### src/rtl/biriscv_fetch_unit.sv
// Purpose : fetch PC generation, 64-bit icache read requests, two-instruction packets to decode.
// Latency : icache response reaches decode combinationally (0 cycles); a skidded packet appears 1 cycle later.
// Backpress: one-entry skid buffer holds a packet decode refused; no new request issues while it is occupied.
//
// Ports:
//   clk_i, rst_ni                      clock, asynchronous active-low reset
//   fetch_*                            packet to decode (valid/accept handshake)
//   branch_request_i/pc_i/priv_i       redirect from execute/CSR, highest priority
//   icache_rd_o/pc_o/priv_o/accept_i   read request to the instruction cache
//   icache_valid_i/inst_i/error_i/
//   icache_page_fault_i                read response from the instruction cache
module biriscv_fetch_unit #(
    parameter logic [31:0] BOOT_VECTOR = 32'h8000_0000,
    parameter logic [31:0] NOP_INSTR   = 32'h0000_0013
) (
    input  logic        clk_i,
    input  logic        rst_ni,

    // Decode interface
    input  logic        fetch_accept_i,
    output logic        fetch_valid_o,
    output logic [63:0] fetch_instr_o,
    output logic [31:0] fetch_pc_o,
    output logic [1:0]  fetch_pred_branch_o,
    output logic        fetch_fault_fetch_o,
    output logic        fetch_fault_page_o,

    // Branch interface
    input  logic        branch_request_i,
    input  logic [31:0] branch_pc_i,
    input  logic [1:0]  branch_priv_i,

    // Instruction cache interface
    output logic        icache_rd_o,
    output logic [31:0] icache_pc_o,
    output logic [1:0]  icache_priv_o,
    input  logic        icache_accept_i,
    input  logic        icache_valid_i,
    input  logic [63:0] icache_inst_i,
    input  logic        icache_error_i,
    input  logic        icache_page_fault_i
);

    // One fully formed packet as presented to decode.
    typedef struct packed {
        logic        vld;
        logic [63:0] instr;
        logic [31:0] pc;
        logic        fault_fetch;
        logic        fault_page;
    } pkt_t;

    // ------------------------------------------------------------------
    // State
    // ------------------------------------------------------------------
    logic [31:0] pc_q;           // next PC to request
    logic [1:0]  priv_q;         // privilege used for fetches
    logic        outstanding_q;  // one request in flight
    logic [31:0] req_pc_q;       // PC of the in-flight request
    logic        discard_q;      // in-flight response belongs to a redirected-away stream
    pkt_t        skid_q;         // packet decode did not take

    // ------------------------------------------------------------------
    // Response qualification
    // ------------------------------------------------------------------
    logic resp_vld;   // response that matches a request we actually made
    logic resp_live;  // response that may reach decode this cycle
    logic req_fire;

    // A response with nothing outstanding (e.g. one that straddled a reset)
    // is not ours and must not influence anything.
    assign resp_vld  = icache_valid_i & outstanding_q;
    assign resp_live = resp_vld & ~discard_q & ~branch_request_i;

    // A new request may go out when the pipe is empty or the current response
    // leaves it this cycle (taken by decode or dropped as stale). While a packet
    // sits in the skid buffer nothing is requested, so at most one response can
    // ever be waiting for decode. Held low during reset so every control output
    // is quiet until reset is released.
    assign icache_rd_o = rst_ni
                       & ~branch_request_i
                       & ~skid_q.vld
                       & (~outstanding_q | resp_vld)
                       & (~resp_vld | fetch_accept_i | discard_q);

    assign req_fire      = icache_rd_o & icache_accept_i;
    assign icache_pc_o   = {pc_q[31:3], 3'b000};
    assign icache_priv_o = priv_q;

    // ------------------------------------------------------------------
    // Packet formation
    // ------------------------------------------------------------------
    // A packet entered at the upper word of a 64-bit line has no valid slot 0;
    // a NOP fills it so decode always sees a pair.
    pkt_t resp_pkt;
    pkt_t out_pkt;

    always_comb begin
        resp_pkt             = '0;
        resp_pkt.vld         = resp_live;
        resp_pkt.pc          = req_pc_q;
        resp_pkt.fault_fetch = icache_error_i;
        resp_pkt.fault_page  = icache_page_fault_i;
        if (req_pc_q[2]) begin
            resp_pkt.instr = {icache_inst_i[63:32], NOP_INSTR};
        end else begin
            resp_pkt.instr = icache_inst_i;
        end
    end

    // Skid buffer has priority: it always holds the older packet.
    always_comb begin
        out_pkt = '0;
        if (!branch_request_i) begin
            if (skid_q.vld) begin
                out_pkt = skid_q;
            end else if (resp_live) begin
                out_pkt = resp_pkt;
            end
        end
    end

    assign fetch_valid_o       = out_pkt.vld;
    assign fetch_instr_o       = out_pkt.instr;
    assign fetch_pc_o          = out_pkt.pc;
    assign fetch_fault_fetch_o = out_pkt.fault_fetch;
    assign fetch_fault_page_o  = out_pkt.fault_page;
    assign fetch_pred_branch_o = 2'b00;

    // ------------------------------------------------------------------
    // PC and privilege
    // ------------------------------------------------------------------
    always_ff @(posedge clk_i or negedge rst_ni) begin
        if (!rst_ni) begin
            pc_q   <= BOOT_VECTOR;
            priv_q <= 2'b11;
        end else if (branch_request_i) begin
            pc_q   <= branch_pc_i & ~32'd3;
            priv_q <= branch_priv_i;
        end else if (req_fire) begin
            // Sequential fetch always continues at the next 64-bit line.
            pc_q <= {pc_q[31:3] + 29'd1, 3'b000};
        end
    end

    // ------------------------------------------------------------------
    // In-flight request tracking
    // ------------------------------------------------------------------
    always_ff @(posedge clk_i or negedge rst_ni) begin
        if (!rst_ni) begin
            outstanding_q <= 1'b0;
            req_pc_q      <= 32'd0;
        end else if (req_fire) begin
            // Covers the response-and-new-accept cycle: stays outstanding.
            outstanding_q <= 1'b1;
            req_pc_q      <= pc_q;
        end else if (resp_vld) begin
            outstanding_q <= 1'b0;
        end
    end

    // A redirect while a request is still in flight marks its response stale.
    // If that response lands in the redirect cycle itself it is dropped there
    // and nothing needs remembering.
    always_ff @(posedge clk_i or negedge rst_ni) begin
        if (!rst_ni) begin
            discard_q <= 1'b0;
        end else if (branch_request_i) begin
            discard_q <= outstanding_q & ~icache_valid_i;
        end else if (resp_vld && discard_q) begin
            discard_q <= 1'b0;
        end
    end

    // ------------------------------------------------------------------
    // Skid buffer
    // ------------------------------------------------------------------
    always_ff @(posedge clk_i or negedge rst_ni) begin
        if (!rst_ni) begin
            skid_q <= '0;
        end else if (branch_request_i) begin
            skid_q <= '0;
        end else if (skid_q.vld) begin
            if (fetch_accept_i) begin
                skid_q <= '0;
            end
        end else if (resp_live && !fetch_accept_i) begin
            skid_q <= resp_pkt;
        end
    end

endmodule
### config.mk
export PLATFORM = sky130hd
export DESIGN_NAME = biriscv_fetch_unit
export DESIGN_NICKNAME = d
export VERILOG_FILES = /design/src/rtl/biriscv_fetch_unit.sv
export SDC_FILE = /design/constraint.sdc
export NUM_CORES = 1
export LEC_CHECK = 0
export CORE_ASPECT_RATIO = 0.75
export CORE_MARGIN = 10
export CORE_UTILIZATION = 30
export CTS_CLUSTER_DIAMETER = 80
export DETAILED_ROUTE_END_ITERATION = 10
export HOLD_SLACK_MARGIN = 0.02
export SLEW_MARGIN = 10
export SYNTH_ARGS = -nofsm -noshare
export SYNTH_HDL_FRONTEND = slang
export SYNTH_SLANG_ARGS = --single-unit
### constraint.sdc
create_clock -name clk_i -period 1.95 [get_ports clk_i]
set_input_delay 0.2925 -clock clk_i [delete_from_list [all_inputs] [get_ports clk_i]]
set_output_delay 0.2925 -clock clk_i [all_outputs]
set_load 0.01 [all_outputs]
[Word-level counts from Yosys, hierarchy flattened]
Index checks and enable logic that the tools add are counted.
Storage, ports and cells
  register bits after elaboration: 167
Operators by class
  equality and inequality tests: 1
  multiplexer cells: 14
  add/sub/neg operators: 1
  reductions and logical operators: 8
  bitwise logic cells: 18
Operator list (number)
  99-bit 2-to-1 mux: 7
  32-bit 2-to-1 mux: 3
  29-bit by 1-bit adder with 29-bit output (second input constant): 1
  1-bit AND: 9
  1-bit NOT: 6
  2-bit nonzero test: 3
  1-bit 2-to-1 mux: 4
  3-bit inequality test (second input constant): 1
  1-bit OR: 3
  3-bit nonzero test: 1
  1-bit logical AND: 2
  2-bit AND reduction: 1
  1-bit logical NOT: 1

[Longest topological paths before layout]
  depth after elaboration: 8
  gate-level depth with buffers: 8

[Least setup slack after synthesis]
Ideal clock, no wire load.
  kind: register to output
  from: register discard_q
  to: output port fetch_instr_o[32]
  setup slack: 186 ps
  required time: 1657 ps
  data arrival time: 1471 ps
  path buffers: 1
  cell stages (with the launch flop): 5
  path through: dfrtp_1 -> nand3b_2 -> nor3_2 -> clkbuf_1 -> a22o_1
Between the ends
  longest elaborated chain between the ends: 6
Ends and longest elaborated chain
  start: declaration: line 60  | logic discard_q;
  start signal: assignment: line 169  | discard_q <= outstanding_q & ~icache_valid_i;
  1-bit NOT: line 73  | assign resp_live = resp_vld & ~discard_q & ~branch_request_i;
  1-bit AND (2 in series): line 73
  99-bit 2-to-1 mux: line 117  | end else if (resp_live) begin
  99-bit 2-to-1 mux: line 115  | if (skid_q.vld) begin
  99-bit 2-to-1 mux: line 114  | if (!branch_request_i) begin
  end: declaration: line 22  | output logic [63:0] fetch_instr_o,
No other way between the ends.

[Final worst setup path]
  from: register skid_q[98] (netlist bit)
  to: output port fetch_instr_o[32]
Between the ends
  longest elaborated chain between the ends: 2
Ends and longest elaborated chain
  start: declaration: line 61  | pkt_t skid_q;
  start signal: assignment: line 188  | skid_q <= resp_pkt;
  99-bit 2-to-1 mux: line 115
  99-bit 2-to-1 mux: line 114
No other way between the ends.

==> flow_summary.yaml <==
pwr:
  power.static_leakage_nw: 5.726
  cell_internal_pwr_mw: 6.308
  p_total_mw: 8.756
  power_density_nw_per_um2: 716.2
  comb_power_share_pct: 17.3
  sw_frac_of_total_pct: 27.96
  seqPwrFrac_pct: 43.9
  net-switching-power_mw: 2.448
  power_frac_clock_pct: 38.8
  vdd.ir_drop.worst_v: 0.0005719
run_status:
  failed_checks: "hold timing, setup timing"
  outcome: "finished with violations"
routing:
  vias: 7397
  route.detailed.wl_per_inst_um: 20.05
  detail_route.vias_per_cell: 5.155
  remaining_routing_drc_violations: 0
  detail-route-antenna-nets: 0
  drt_first_pass_iters: 5
  first_iter_violations: 545
  finalWirelength_mm: 28.77
clock_network:
  clock_sinks: 161
  clk_pin_slew_ns: 0.07
  tritoncts.num_buffers: 17
  cts.path.max_buffers: 2
  cts_tree: "built"
  clk-insertion-delay-late_ns: 0.43
  holdBufCountCts: 0
  cts.root.buffer_cell: "sky130_fd_sc_hd__clkbuf_16"
  cts_htree_levels: 4
min_path:
  min-delay-path-class: "input pin to asynchronous set/reset pin"
yosys:
  syn_area_um2: 7966
  syn_inst: 770
  ys_types: 62
  synth-seq-cells: 161
  synth-edff-count: 0
  yosysWarnings: 0
  syn-mean-instance-area_um2: 10.35
  synthFlopType: "sky130_fd_sc_hd__dfrtp_1"
  seq_area_frac_synth_pct: 50.62
  async_reset_ff_share_pct: 100.0
sta:
  setup_ws_ns: -0.4182
  fin_crit_sh_pct: 121.4
  fin_setup_tns_ns: -27.72
  clock.fmax_mhz: 422.3
  unrepaired_setup_endpoints_after_global_routing: "yes"
  final_period_minus_worst_setup_slack_ns: 2.368
  setup-violations-final: 135
  hold_viol_final: 33
  worst_slew_margin_pct: 26.36
  final_slew_viol_count: 0
  fin_worst_skew_ns: 0.01618
  hold_ws_ns: -0.1483
  tightest_slew_ns: 1.105
worst_setup_path:
  cp_max_fo: 5
  timing.critical_path.to_type: "output pin"
  worst_r2r_startpoint: "outstanding_q$_DFFE_PN0P_"
  reg2reg_to: "pc_q[29]$_DFFE_PN0P_"
  r2r_slack_ns: -0.12
  critical_path_arrival_ns: 2.08
  worstRegToRegCells: 10
  startpoint_type: "register"
  required_time_of_the_critical_path_ns: 1.66
  timing.setup.critical_path_class: "register to output pin"
final_layout:
  area_taken_by_multi_input_logic_gates_um2: 3473
  final_nets: 1184
  post_route_cells_drive_above_1_share_pct: 29.91
  ff_latch_area_um2: 4036
  num-fill-cells: 2445
  flow.area_growth_from_synthesis_pct: 53.46
floorplanning:
  initial_utilization_pct: 30.60
  number_of_rows_in_the_core_area: 51
  die_width_um: 208.2
  fp.dieH_um: 161.1
  core-area_um2: 26040
  design.die.area_um2: 33540
  design.portCount: 242
global_route:
  grt_max_degree: 162
  grt_pass1_vias: 7475
  grt.total_usage_pct: 16.47
  antenna_found_initial: 1
  grt-ovfl-total: 0
  grt_pass1_wl_mm: 45.05
place:
  dp_hpwl_mm: 19.59
  routabilityCongestion: 0.8061
  portBuffers: 232
run:
  number_of_max_cap_violations: 0
cell families after synthesis:
| group | count (synthesis) | share of synthesized area [%] |
|---|---|---|
| other | 1 | 0.04707 |
| AND/OR/NAND/NOR | 236 | 14.56 |
| XOR/XNOR | 2 | 0.2199 |
| AO/OA/AOI/OAI | 255 | 26.23 |
| multiplexers | 5 | 0.6753 |
| flip-flops | 161 | 50.62 |
| adder cells (fa/ha/maj) | 1 | 0.1570 |
| buffers and inverters | 109 | 7.491 |
synth_stat cells, types with 2 or more instances:
cell                       count  area (µm²)
sky130_fd_sc_hd__a31oi_1       2       12.51
sky130_fd_sc_hd__clkbuf_1     29       108.9
sky130_fd_sc_hd__nor3_2        3       30.03
sky130_fd_sc_hd__buf_4        38       285.3
sky130_fd_sc_hd__nor4_4        2       42.54
sky130_fd_sc_hd__nand2b_1      2       12.51
sky130_fd_sc_hd__dfrtp_1     158        3954
sky130_fd_sc_hd__o21ai_1      10       50.05
sky130_fd_sc_hd__a22oi_1       5       37.54
sky130_fd_sc_hd__mux2_2        2       22.52
sky130_fd_sc_hd__nand2_1     142       533.0
sky130_fd_sc_hd__nand3_1      22       110.1
sky130_fd_sc_hd__a21oi_1      10       50.05
sky130_fd_sc_hd__inv_1         4       15.01
sky130_fd_sc_hd__o211ai_1      6       45.04
sky130_fd_sc_hd__nor3_1        6       30.03
sky130_fd_sc_hd__and2_1        2       12.51
sky130_fd_sc_hd__a32o_1        6       60.06
sky130_fd_sc_hd__nand3_2       2       20.02
sky130_fd_sc_hd__nand4_1       8       50.05
sky130_fd_sc_hd__nor2_1       18       67.56
sky130_fd_sc_hd__and3_1        2       12.51
sky130_fd_sc_hd__o311ai_1      5       43.79
sky130_fd_sc_hd__and2_0        2       12.51
sky130_fd_sc_hd__o311ai_0      2       17.52
sky130_fd_sc_hd__or3_1         2       12.51
sky130_fd_sc_hd__a22o_1      174        1524
sky130_fd_sc_hd__a41oi_1       3       26.28
sky130_fd_sc_hd__o21ai_0      18       90.09
sky130_fd_sc_hd__mux2i_1       2       20.02
sky130_fd_sc_hd__buf_2        36       180.2
sky130_fd_sc_hd__nand3b_1      8       60.06
sky130_fd_sc_hd__nor2_4        2       22.52
sky130_fd_sc_hd__nor4_2        2       25.02
sky130_fd_sc_hd__a221o_1       2       20.02
sky130_fd_sc_hd__dfstp_2       3       78.83
sky130_fd_sc_hd__a32oi_1       5       43.79
registers in the layout, summed over array words and instances, names as in the netlist:
signal	cells
outstanding_q	1
icache_priv_o	2
pc_q	30
req_pc_q	30
discard_q	1
skid_q	97
placed cells by master (no fill, tap or decap), drive strengths merged, types with 4 or more instances in the layout:
cell,synthesis,final
buf,75,251
dfrtp,158,158
clkdlybuf4s50,0,132
conb,1,7
nand4,10,10
o21ai,28,28
nand3,24,24
o311ai,7,7
a22o,174,174
a21oi,10,10
and2,4,4
nor2,20,20
o211ai,6,6
nand2,143,143
a32oi,5,5
nor4,5,5
nor3,9,9
clkbuf,29,25
nand3b,9,9
a32o,6,6
inv,5,8
a22oi,5,5
worst max-delay path by stage:
stage,start,end,slack [ns]
after global placement,icache_valid_i,fetch_pc_o[5],-0.58
after detailed placement,icache_valid_i,fetch_pc_o[13],-0.59
final,skid_q[98]$_DFF_PN0_,fetch_instr_o[32],-0.42
after floorplan,discard_q$_DFFE_PN0P_,fetch_instr_o[32],0.19
after CTS,skid_q[98]$_DFF_PN0_,fetch_instr_o[28],-0.55
after global routing,discard_q$_DFFE_PN0P_,fetch_instr_o[32],-0.50
per-stage QoR:
step | worst slack, ns | util [%] | cell area [µm²] | instances
CTS | -0.5524 | 45.53 | 11850 | 1410
finish | -0.4182 | 46.96 | 12230 | 1435
global placement | -0.5842 | 42.60 | 11090 | 1341
detailed placement | -0.5929 | 42.60 | 11090 | 1341
global route | -0.4987 | 46.95 | 12220 | 1434
floorplan | 0.1864 | - | 7989 | 776
worst max-delay path, stage by stage, from the launching register on:
cell,delay (ns)
sky130_fd_sc_hd__dfrtp_2,0.47
sky130_fd_sc_hd__buf_12,0.15
sky130_fd_sc_hd__nor3_4,0.23
sky130_fd_sc_hd__buf_12,0.16
sky130_fd_sc_hd__buf_4,0.11
sky130_fd_sc_hd__buf_8,0.09
sky130_fd_sc_hd__buf_8,0.10
sky130_fd_sc_hd__buf_6,0.08
sky130_fd_sc_hd__a22o_1,0.13
sky130_fd_sc_hd__buf_2,0.13
per-layer routing:
layer | up-vias | track usage (%) | routed length (µm)
met1 | 3694 | 23.35 | 14140
met2 | 244 | 24.32 | 12510
met3 | 16 | 4.914 | 1862
met5 | - | 0 | 0
met4 | 0 | 2.958 | 252
li1 | 3443 | - | -
area by class of cell:
type | count | share of cell area (%)
repair buffers | 386 | 30.13
well taps | 344 | 3.521
diodes | 1 | 0.02047
flip-flops and latches | 161 | 33.02
clock inverters | 10 | 1.034
clock buffers | 22 | 3.715
multi-input cells | 506 | 28.41
inverters | 5 | 0.1535
timing repair:
item                       in CTS  in global routing
buffers inserted               32                 31
pin swaps                      49                 50
resized for setup             429                 92
gates cloned                    5                  4
setup endpoints to repair     118                113
power by group through the flow:
stage          clock network [mW]  registers (mW)  logic, mW
4_1_cts                      3.49            3.84       1.46
3_5_place_dp                    0            3.90       1.40
5_1_grt                      3.63            3.88       1.66
2_1_floorplan                   0            3.81      0.650
3_3_place_gp                    0            3.90       1.38
6_report                     3.40            3.85       1.51
Power figures use the tool's default switching activity.
